$ cat src/rtl/uart_tx_mmio.sv
// Memory-mapped 8N1 UART transmitter with a one-deep holding register and a
// STATUS register read back with the same one-cycle registered timing as RAM.
module uart_tx_mmio #(
    parameter int unsigned CLKS_PER_BIT = 104
) (
    input  logic        clk,
    input  logic        resetn,
    input  logic [31:0] io_addr,
    input  logic [31:0] io_wdata,
    input  logic        io_wstrb,
    input  logic        io_rstrb,
    output logic [31:0] io_rdata,
    output logic        txd,
    output logic        busy
);

    typedef enum logic [1:0] {
        S_IDLE  = 2'd0,
        S_START = 2'd1,
        S_DATA  = 2'd2,
        S_STOP  = 2'd3
    } state_t;

    localparam logic [15:0] BIT_LAST   = 16'(CLKS_PER_BIT - 1);
    localparam logic [1:0]  SEL_DATA   = 2'd0;
    localparam logic [1:0]  SEL_STATUS = 2'd1;

    state_t      state_q, state_d;
    logic [15:0] bit_cnt_q, bit_cnt_d;
    logic [2:0]  bit_idx_q, bit_idx_d;
    logic [7:0]  shift_q, shift_d;
    logic [7:0]  hold_q, hold_d;
    logic        hold_valid_q, hold_valid_d;
    logic        overrun_q, overrun_d;
    logic        txd_q, txd_d;
    logic [31:0] rdata_q, rdata_d;

    logic bit_end;
    logic load;
    logic wr_data;
    logic rd_status;
    logic unused_bits;

    assign unused_bits = ^{io_addr[31:4], io_addr[1:0], io_wdata[31:8]};

    assign busy     = (state_q != S_IDLE) | hold_valid_q;
    assign txd      = txd_q;
    assign io_rdata = rdata_q;

    // Shifter: load happens from IDLE, or straight out of STOP for gapless frames.
    always_comb begin
        // NOTE: every always_comb output gets a default first so no path can infer a latch.
        state_d   = state_q;
        bit_cnt_d = bit_cnt_q;
        bit_idx_d = bit_idx_q;
        shift_d   = shift_q;
        load      = 1'b0;
        bit_end   = (bit_cnt_q == BIT_LAST);

        case (state_q)
            S_IDLE: begin
                load = hold_valid_q;
            end
            S_START: begin
                if (bit_end) begin
                    state_d   = S_DATA;
                    bit_idx_d = 3'd0;
                end
            end
            S_DATA: begin
                if (bit_end) begin
                    shift_d   = {1'b0, shift_q[7:1]};
                    bit_idx_d = bit_idx_q + 3'd1;
                    if (bit_idx_q == 3'd7) begin
                        state_d = S_STOP;
                    end
                end
            end
            default: begin
                if (bit_end) begin
                    load    = hold_valid_q;
                    state_d = S_IDLE;
                end
            end
        endcase

        if (state_q != S_IDLE) begin
            bit_cnt_d = bit_end ? 16'd0 : bit_cnt_q + 16'd1;
        end

        if (load) begin
            shift_d   = hold_q;
            state_d   = S_START;
            bit_cnt_d = 16'd0;
        end

        // txd is the registered image of the next state, so it changes only on edges.
        case (state_d)
            S_START: txd_d = 1'b0;
            S_DATA:  txd_d = shift_d[0];
            default: txd_d = 1'b1;
        endcase
    end

    // Bus side: holding register, sticky overrun and registered read data.
    always_comb begin
        wr_data      = io_wstrb && (io_addr[3:2] == SEL_DATA);
        rd_status    = io_rstrb && (io_addr[3:2] == SEL_STATUS);
        hold_d       = hold_q;
        hold_valid_d = hold_valid_q & ~load;
        overrun_d    = overrun_q & ~rd_status;
        rdata_d      = rdata_q;

        if (wr_data) begin
            if (!hold_valid_q || load) begin
                hold_d       = io_wdata[7:0];
                hold_valid_d = 1'b1;
            end else begin
                overrun_d = 1'b1;
            end
        end

        if (io_rstrb) begin
            rdata_d = rd_status ? {29'b0, overrun_q, hold_valid_q, busy} : 32'h0;
        end
    end

    always_ff @(posedge clk or negedge resetn) begin
        if (!resetn) begin
            state_q      <= S_IDLE;
            bit_cnt_q    <= 16'd0;
            bit_idx_q    <= 3'd0;
            shift_q      <= 8'h00;
            hold_q       <= 8'h00;
            hold_valid_q <= 1'b0;
            overrun_q    <= 1'b0;
            txd_q        <= 1'b1;
            rdata_q      <= 32'h0;
        end else begin
            // NOTE: sequential state uses non-blocking assignments so every flop sees pre-edge values.
            state_q      <= state_d;
            bit_cnt_q    <= bit_cnt_d;
            bit_idx_q    <= bit_idx_d;
            shift_q      <= shift_d;
            hold_q       <= hold_d;
            hold_valid_q <= hold_valid_d;
            overrun_q    <= overrun_d;
            txd_q        <= txd_d;
            rdata_q      <= rdata_d;
        end
    end

endmodule

$ cat config.mk
export PLATFORM = sky130hd
export DESIGN_NAME = uart_tx_mmio
export DESIGN_NICKNAME = d
export VERILOG_FILES = /design/src/rtl/uart_tx_mmio.sv
export SDC_FILE = /design/constraint.sdc
export NUM_CORES = 1
export LEC_CHECK = 0
export ABC_AREA = 1
export CELL_PAD_IN_SITES_DETAIL_PLACEMENT = 1
export CELL_PAD_IN_SITES_GLOBAL_PLACEMENT = 1
export CORE_MARGIN = 5
export CORE_UTILIZATION = 28
export CTS_CLUSTER_SIZE = 28
export DETAILED_ROUTE_END_ITERATION = 10
export GPL_ROUTABILITY_DRIVEN = 0
export PLACE_DENSITY_LB_ADDON = 0.1
export SYNTH_ARGS = -nofsm -noshare
export SYNTH_HDL_FRONTEND = slang
export SYNTH_SLANG_ARGS = --single-unit
$ cat constraint.sdc
create_clock -name clk -period 1.5 [get_ports clk]
set_clock_uncertainty 0.05 [all_clocks]
set_input_delay 0.3 -clock clk [delete_from_list [all_inputs] [get_ports clk]]
set_output_delay 0.3 -clock clk [all_outputs]
set_load 0.05 [all_outputs]
Word level (Yosys, flattened, before mapping)
Cells that the tools add are included.
- add/sub/neg operators: 2
- multipliers: 0
- divide/modulo/power cells: 0
- magnitude comparators: 0
- equality and inequality tests: 9
- shift-type cells: 0
- multiplexer cells: 23
- bitwise logic cells: 5
- reduce and logical (&&, ||, !) cells: 15
- operator list (operator ; count):
    16-bit two-way mux ; 3
    8-bit two-way mux ; 3
    16-bit by 1-bit adder with 16-bit output (second input constant) ; 1
    16-bit by 7-bit == test with 1-bit output (second input constant) ; 1
    2-bit two-way mux ; 5
    2-bit nonzero test ; 5
    3-bit two-way mux ; 3
    2-bit by 1-bit == test with 1-bit output (second input constant) ; 3
    2-bit case mux with 3 select lines ; 1
    3-bit case mux with 2 select lines ; 1
    1-bit two-way mux ; 5
    2-bit == test (second input constant) ; 2
    2-bit logical NOT ; 2
    2-bit != test (second input constant) ; 2
    1-bit case mux with 2 select lines ; 2
    2-bit AND reduction ; 2
    3-bit by 1-bit adder with 3-bit output (second input constant) ; 1
    3-bit == test (second input constant) ; 1
    3-bit AND reduction ; 1
    1-bit bitwise AND ; 2
    1-bit logical AND ; 2
    1-bit inverter ; 2
    2-bit OR reduction ; 1
    1-bit logical NOT ; 1
    other kinds (2) ; 2
- flip-flop bits (word level): 72
- latch bits: 0
- memory bits (writable): 0
- bits in read-only memories: 0
- bits of input ports: 68
- output and inout bits: 34
- logic and storage cells: 64
- memories kept: 0

Depth between registers and ports, before layout
Gate-level depths: netlist of run 1.
- depth in word-level cells: 7
- gate-level depth with buffers: 13
- depth with buffers taken out: 12

Least setup slack after synthesis of run 1
No wires, ideal clock.
- path kind: flip-flop to flip-flop
- start point: reg bit_cnt_q[0]
- end point: reg hold_q[3]
- library setup time: 117 ps
- arrival: 1475 ps
- required time: 1333 ps
- setup slack: -141 ps
- stages on the path, launching flop included: 14
- buffers on the path: 1
- clock period less this slack: 1641 ps
- cell sequence: dfrtp_1 -> ha_1 -> nand2_1 -> inv_1 -> nand2_1 -> nor2_4 -> nand2_2 -> nand2_4 -> nand2_4 -> nand2_4 -> nand3_4 -> buf_6 -> nand2_2 -> o21ai_2
- cells in the longest elaborated chain, start to end: 5
- RTL lines (element ; line ; RTL):
    start: declaration ; 29 ; logic [15:0] bit_cnt_q, bit_cnt_d;
    start signal: assignment ; 142 ; bit_cnt_q <= bit_cnt_d;
    16-bit by 7-bit == test with 1-bit output ; 58 ; bit_end = (bit_cnt_q == BIT_LAST);
    1-bit two-way mux ; 80 ; if (bit_end) begin
    1-bit case mux with 2 select lines ; 60 ; case (state_q)
    1-bit logical OR ; 115 ; if (!hold_valid_q || load) begin
    2-bit AND reduction (no source line) ; - ;
    end signal: assignment ; 145 ; hold_q <= hold_d;
    end: declaration ; 32 ; logic [7:0] hold_q, hold_d;
Every way passes these cells.
A chain may end at the register's enable or synchronous reset.

Worst setup path in the final report of run 1
- start point: reg bit_cnt_q[1]
- end point: reg shift_q[2]
- cells in the longest elaborated chain, start to end: 5
- elaborated cells on any way between the ends: 7
- classes of those cells: 1 x eq/ne; 3 x mux; 3 x reduce/logical
- RTL lines (element ; line ; RTL):
    16-bit by 7-bit == test with 1-bit output (*) ; 58 ;
    1-bit two-way mux ; 80 ;
    1-bit case mux with 2 select lines ; 60 ;
    2-bit nonzero test (no source line) ; - ;
    2-bit AND reduction (no source line) ; - ;
    end signal: assignment ; 144 ; shift_q <= shift_d;
    end: declaration ; 31 ; logic [7:0] shift_q, shift_d;
Mark *: on every way between the ends. The rest lies on a longest branch, timed or not.

==> results of run 1 <==
-- worst max-delay path, cell delays in order (launching register included) --
cell,delay (ns)
sky130_fd_sc_hd__dfrtp_1,0.42
sky130_fd_sc_hd__ha_4,0.19
sky130_fd_sc_hd__nand2_4,0.07
sky130_fd_sc_hd__inv_4,0.04
sky130_fd_sc_hd__nand2_4,0.06
sky130_fd_sc_hd__nor2_4,0.03
sky130_fd_sc_hd__nand2_2,0.08
sky130_fd_sc_hd__nand2_4,0.08
sky130_fd_sc_hd__buf_6,0.12
sky130_fd_sc_hd__nand3_4,0.11
sky130_fd_sc_hd__inv_6,0.06
sky130_fd_sc_hd__nor2_4,0.18
sky130_fd_sc_hd__nand2_1,0.09
sky130_fd_sc_hd__nand3_2,0.06
-- placed cells by master (no fill, tap or decap), types with 3 or more instances in the layout --
cell type	synthesis	routed
sky130_fd_sc_hd__a21oi_1	7	4
sky130_fd_sc_hd__a21oi_2	1	3
sky130_fd_sc_hd__buf_12	0	6
sky130_fd_sc_hd__buf_4	29	51
sky130_fd_sc_hd__buf_6	3	11
sky130_fd_sc_hd__clkbuf_8	0	5
sky130_fd_sc_hd__clkdlybuf4s50_1	0	12
sky130_fd_sc_hd__conb_1	1	29
sky130_fd_sc_hd__dfrtp_1	42	41
sky130_fd_sc_hd__inv_1	28	27
sky130_fd_sc_hd__inv_2	8	6
sky130_fd_sc_hd__nand2_1	74	57
sky130_fd_sc_hd__nand2_2	4	16
sky130_fd_sc_hd__nand2_4	3	7
sky130_fd_sc_hd__nand3_1	22	16
sky130_fd_sc_hd__nand3_2	1	6
sky130_fd_sc_hd__nand3_4	2	4
sky130_fd_sc_hd__nand4_1	6	6
sky130_fd_sc_hd__nor2_1	27	13
sky130_fd_sc_hd__nor2_2	5	9
sky130_fd_sc_hd__nor2_4	1	11
sky130_fd_sc_hd__o21ai_1	1	4
sky130_fd_sc_hd__o21ai_2	8	11
sky130_fd_sc_hd__o22ai_1	3	3
sky130_fd_sc_hd__xor2_1	5	5
-- worst max path at each step --
| stage | endpoint | slack, ns |
|---|---|---|
| floorplan | hold_q[3] | -0.14 |
| detailed placement | shift_q[6] | -0.29 |
| CTS | shift_q[6] | -0.25 |
| finish | shift_q[2] | -0.21 |
| global placement | shift_q[2] | -0.26 |
| global route | shift_q[2] | -0.33 |
-- area by class of cell --
type                            count  area [µm²]  share of cell area [%]
Multi-Input combinational cell    221        1450                    39.3
Timing Repair Buffer               83         777                    21.0
Tap cell                          108         135                    3.66
Timing Repair inverter              1        3.75                   0.102
Inverter                           36         160                    4.33
Sequential cell                    43        1080                    29.2
Clock inverter                      3        20.0                   0.542
Clock buffer                        5        68.8                    1.86
-- flip-flops by register name (all words and copies together), names as in the netlist --
signal,count
bit_cnt_q,16
hold_q,8
shift_q,8
bit_idx_q,3
io_rdata,3
state_q,2
hold_valid_q,1
overrun_q,1
txd,1
-- per-layer routing --
layer  global-route usage [%]  vias up  share of wire, %
met5                        0        -                 0
met4                     3.89        0               1.1
li1                         -     1091                 -
met2                     22.4       28                54
met3                     1.61        5               2.2
met1                     14.3     1061                43
-- repair_timing --
item / 4_1_cts / 5_1_grt
cloned: 2 / 0
pin swaps: 16 / 20
endpoints found under the hold margin: 42 / 0
hold buffers: 1 / 0
resized for setup: 45 / 53
setup buffers: 6 / 8
endpoints found under the setup margin: 39 / 40
-- through the flow --
stage / instance area [µm²] / utilization, % / setup WS (ns) / std cells
floorplan: 2620 / - / -0.139 / 332
global placement: 3100 / 35.7 / -0.263 / 475
detailed placement: 3100 / 35.7 / -0.295 / 475
CTS: 3440 / 39.6 / -0.247 / 492
global route: 3690 / 42.6 / -0.329 / 500
finish: 3690 / 42.6 / -0.211 / 500
-- logic make-up after synthesis --
| kind of cell | share of synthesized area (%) |
|---|---|
| buf+inv | 15.8 |
| simple gates | 29.5 |
| xor+xnor | 1.77 |
| flops | 43.5 |
| other cells | 0.151 |
| fa+ha+maj | 1.52 |
| compound gates | 7.73 |
-- report_power, final --
part           switching, mW  total [mW]  leakage (nW)  internal (mW)
Sequential            0.0454        1.27         0.562           1.22
Clock                  0.442       0.767        0.0402          0.325
Combinational          0.267       0.387          1.22          0.119
Total                  0.754        2.42          1.82           1.67
==> flow_summary.ini, run 1 <==
[run_status]
run_status = finished with violations
violations = setup timing

[timing]
period_share_pct = 114
maxSlewViolCount = 0
timing.fmax_ghz = 0.584
fin_ws_ns = -0.211
holdWs_ns = 0.434
fin_crit_ns = 1.71
grt_setup_unrepaired = yes
setup_viol = 36
fin_tns_setup_ns = -5.15
report.final.hold_viol_count = 0

[global_routing]
grt_remaining_overflow = 0
global_route_wire_length_before_repair_mm = 10.9
grt_usage_pct = 12.1
antenna_found_initial = 0
grt_pass1_vias = 2381
grt_max_degree = 44

[yosys]
ys_dominant_reg_cell = sky130_fd_sc_hd__dfrtp_1
yosys_warnings = 0
synth_enable_flop_cells = 0
postSynth.asyncResetShare_pct = 100
mappedNetlistArea_um2 = 2480
synth.ff_latch_count = 43
synth_top_cells_by_area = sky130_fd_sc_hd__dfrtp_1 42%, sky130_fd_sc_hd__nand2_1 11%, sky130_fd_sc_hd__buf_4 8.8%
synth_largest_area_cell = sky130_fd_sc_hd__dfrtp_1
sequential_share_of_the_synthesized_area_pct = 43.5
post_synth_num_cell_types = 33
syn_inst = 304
synth_most_common_cell = sky130_fd_sc_hd__nand2_1
synth.avg_cell_area_um2 = 8.15
synthTopCellsByCount = 74 x sky130_fd_sc_hd__nand2_1, 42 x sky130_fd_sc_hd__dfrtp_1, 29 x sky130_fd_sc_hd__buf_4
post-synth-top-area-fraction_pct = 42.4

[route]
drcViolationCount = 0
per_cell_routed_wire_length_um = 12.7
first_iter_violations = 46
detail_route.first_pass.iterations = 4
post_drt_via_cell_ratio = 4.37
vias = 2185
routed_wl_mm = 6.36
antenna_left = 0

[hold_path]
worst_hold_path.num_cells = 2
hold_class = flop to flop
hold_path_end = shift_q[7]
hold_path.startpoint = shift_q[7]

[setup_path]
cp.arrival_ns = 1.90
regToRegStartpoint = bit_cnt_q[1]
criticalPathCategory = flop to flop
worstSetupStartpointType = flop
critical_path_required_ns = 1.69
end_kind = flop
timing.reg2reg.worst_path_depth = 13
crit-reg2reg-capture = shift_q[2]
worstSetupStartpoint = bit_cnt_q[1]
r2r_slack_ns = -0.21
timing.critical_path.fanout_max = 7

[power_and_ir_drop]
finalPower_mw = 2.42
static-leakage-power_nw = 1.82
irDropWorstVdd_uv = 325
powerDensity_nw_per_um2 = 655

[clock_tree]
cts.clk_slew.worst_paths_ns = 0.09
number_of_buffers_added_by_the_clock_tree_synthesis_step = 5
clock_sink_count = 43
worst_skew_pair.late_latency_ns = 0.30
tritoncts = done
htreeDepth = 2
root_buffer = sky130_fd_sc_hd__clkbuf_8
max-clock-path-buffers = 2

[cells_and_area]
layout.nets = 462
signed_area_change_from_the_synthesized_netlist_to_the_final_layout_pct = 49.2
layout-drive-gt1-share_pct = 42.9
insertedDiodeCount = 0
final.fill_count = 1061

[placed_design]
hpwl_mm = 4.64
io_buffers = 18

[die]
core-area_um2 = 8680
core.rowCount = 34
floorplan.die.height_um = 104
initial_core_util_pct = 28.5
floorplan.die.width_um = 104
fp.dieArea_um2 = 10800
ios = 102

[flow_run]
max_cap_viols = 0
Power figures use the tool's default switching activity.
==> run 2, diff against run 1 <==
--- a/config.mk
+++ b/config.mk
@@ -8,7 +8,7 @@
 export ABC_AREA = 1
 export CELL_PAD_IN_SITES_DETAIL_PLACEMENT = 1
 export CELL_PAD_IN_SITES_GLOBAL_PLACEMENT = 1
-export CORE_MARGIN = 5
+export CORE_MARGIN = 2
 export CORE_UTILIZATION = 28
 export CTS_CLUSTER_SIZE = 28
 export DETAILED_ROUTE_END_ITERATION = 10
@@ -17,3 +17,4 @@
 export SYNTH_ARGS = -nofsm -noshare
 export SYNTH_HDL_FRONTEND = slang
 export SYNTH_SLANG_ARGS = --single-unit
+export TNS_END_PERCENT = 100
==> run 2 against run 1 <==
  * The flow still finishes with violations (setup timing)
  * Routed wire length up 2.1%
  * Critical path type is now flop to output pin
  * Clock power rose by 9.6%
  * Largest power group unchanged
  * First-iteration DRC count is 15% lower
  * Highest routed layer unchanged
  * Total power up 3.2%
  * Non-clock buffer count shrank 2
==> flow_summary.ini, run 2 (synthesis gave the netlist of run 1 again) <==
[run_status]
run_status = finished with violations
violations = setup timing

[setup_path]
r2r_slack_ns = -0.23
regToRegStartpoint = state_q[0]
worst_path_max_delay_cell = sky130_fd_sc_hd__dfrtp_1
critical_path_required_ns = 1.15
timing.reg2reg.worst_path_depth = 10
criticalPathCategory = flop to output pin
crit-reg2reg-capture = shift_q[1]
worstSetupStartpoint = state_q[1]
timing.critical_path.fanout_max = 3
path_cells = nor2_2, nand2_2, buf_8, buf_6, buf_12
worstSetupStartpointType = flop
slowest_delay_ns = 0.40
cp.arrival_ns = 1.40
end_kind = output pin

[clock_tree]
worst_skew_pair.late_latency_ns = 0.31
tritoncts = done
max-clock-path-buffers = 2
cts.clk_slew.worst_paths_ns = 0.09
number_of_buffers_added_by_the_clock_tree_synthesis_step = 5
htreeDepth = 2
clock_sink_count = 43
root_buffer = sky130_fd_sc_hd__clkbuf_8

[timing]
grt_setup_unrepaired = yes
fin_crit_ns = 1.75
maxSlewViolCount = 0
fin_ws_ns = -0.252
timing.fmax_ghz = 0.571
setup_viol = 39
period_share_pct = 117
report.final.hold_viol_count = 0

[route]
first_iter_violations = 39
met1_length_mm = 2.77
detail_route.first_pass.iterations = 4
antenna_left = 0
met3_length_um = 179
per_cell_routed_wire_length_um = 13.1
routed_wl_mm = 6.49
vias = 2196
wl_met2_mm = 3.44
top_layer_used = met4
post_drt_via_cell_ratio = 4.42
drcViolationCount = 0

[global_routing]
grt_usage_pct = 14.6
grt_pass1_vias = 2349
global_route_wire_length_before_repair_mm = 11.2
grt_max_degree = 21
grt_remaining_overflow = 0
antenna_found_initial = 0

[hold_path]
hold_class = primary input to async pin

[power_and_ir_drop]
powerDensity_nw_per_um2 = 696
irDropWorstVdd_uv = 592
static-leakage-power_nw = 1.80
finalPower_mw = 2.50

[cells_and_area]
layout.cells.most_common_list = 57 x sky130_fd_sc_hd__nand2_1, 53 x sky130_fd_sc_hd__buf_4, 42 x sky130_fd_sc_hd__dfrtp_1
top_register = bit_cnt_q
layout-drive-gt1-share_pct = 38.3
final.fill_count = 1036
layout.nets = 459
largest_registers = bit_cnt_q (16), hold_q (8), shift_q (8)
seqCellArea_um2 = 1080
largest_register_ff_count = 16
insertedDiodeCount = 0
multiInputGateArea_um2 = 1360
final_common_cell = sky130_fd_sc_hd__nand2_1
signed_area_change_from_the_synthesized_netlist_to_the_final_layout_pct = 45.0

[placed_design]
io_buffers = 18
placement.setup.worst_slack_ns = -0.336
hpwl_mm = 4.59

[die]
fp.dieArea_um2 = 9610
ios = 102
initial_core_util_pct = 28.7
floorplan.die.height_um = 98.0
core-area_um2 = 8640
core.rowCount = 34
floorplan.die.width_um = 98.0

[flow_run]
max_cap_viols = 0
==> run 2: changes by cell type in the layout (fill, tap and decap cells not counted), sizes merged <==
cell      previous run  this run
buf                 70        68
clkinv               3         2
clkinvlp             2         1
clkbuf               5         6
==> run 2: stage by stage <==
step | TNS [ns] | hold slack [ns] | instance area, µm² | cells | util (%)
after floorplan | -1.19 | -0.0456 | 2620 | 332 | -
after global placement | -8.34 | 0.210 | 3090 | 474 | 35.8
after detailed placement | -9.19 | 0.211 | 3090 | 474 | 35.8
after CTS | -7.60 | 0.411 | 3450 | 492 | 39.9
after global routing | -10.60 | 0.422 | 3590 | 497 | 41.6
final | -5.18 | 0.402 | 3590 | 497 | 41.6
==> run 2: metal layers <==
layer	up-vias	GRT usage, %
li1	1089	-
met5	-	0
met4	0	4.49
met3	10	2.58
met1	1069	17.5
met2	28	26.4
==> run 2: where the power goes <==
group	total, mW	switching (mW)	internal, mW	leakage, nW
clock	0.841	0.464	0.377	0.0474
sequential	1.27	0.0453	1.22	0.563
combinational	0.391	0.270	0.121	1.19
total	2.50	0.779	1.72	1.80
==> run 2: worst max path at each step <==
stage                               to  slack (ns)  cells after the start
final                             busy       -0.25                      5
after floorplan              hold_q[3]       -0.14                     13
after detailed placement    shift_q[5]       -0.34                     13
after global placement    bit_cnt_q[8]       -0.29                     10
after CTS                         busy       -0.26                      5
after global routing        shift_q[1]       -0.38                     13
==> run 2: worst max-delay path, delay by kind of cell, from the launching register on <==
kind / cells / cell delay [ns]
flip-flops: 1 / 0.40
buffers and inverters: 3 / 0.41
AND/OR/NAND/NOR: 2 / 0.29
==> run 2: area by class of cell <==
class	instances	share of cell area (%)
multi-input combinational	221	37.9
sequential	43	30.0
timing repair buffer	81	21.3
inverter	36	4.25
tap	108	3.76
clock buffer	6	2.30
clock inverter	2	0.453
==> run 2: timing repair <==
action,4_1_cts,5_1_grt
cloned,1,0
hold endpoints to repair,13,0
gates resized for setup,39,26
hold buffers,1,0
pin swaps,17,20
buffers inserted,8,7
setup endpoints to repair,39,40
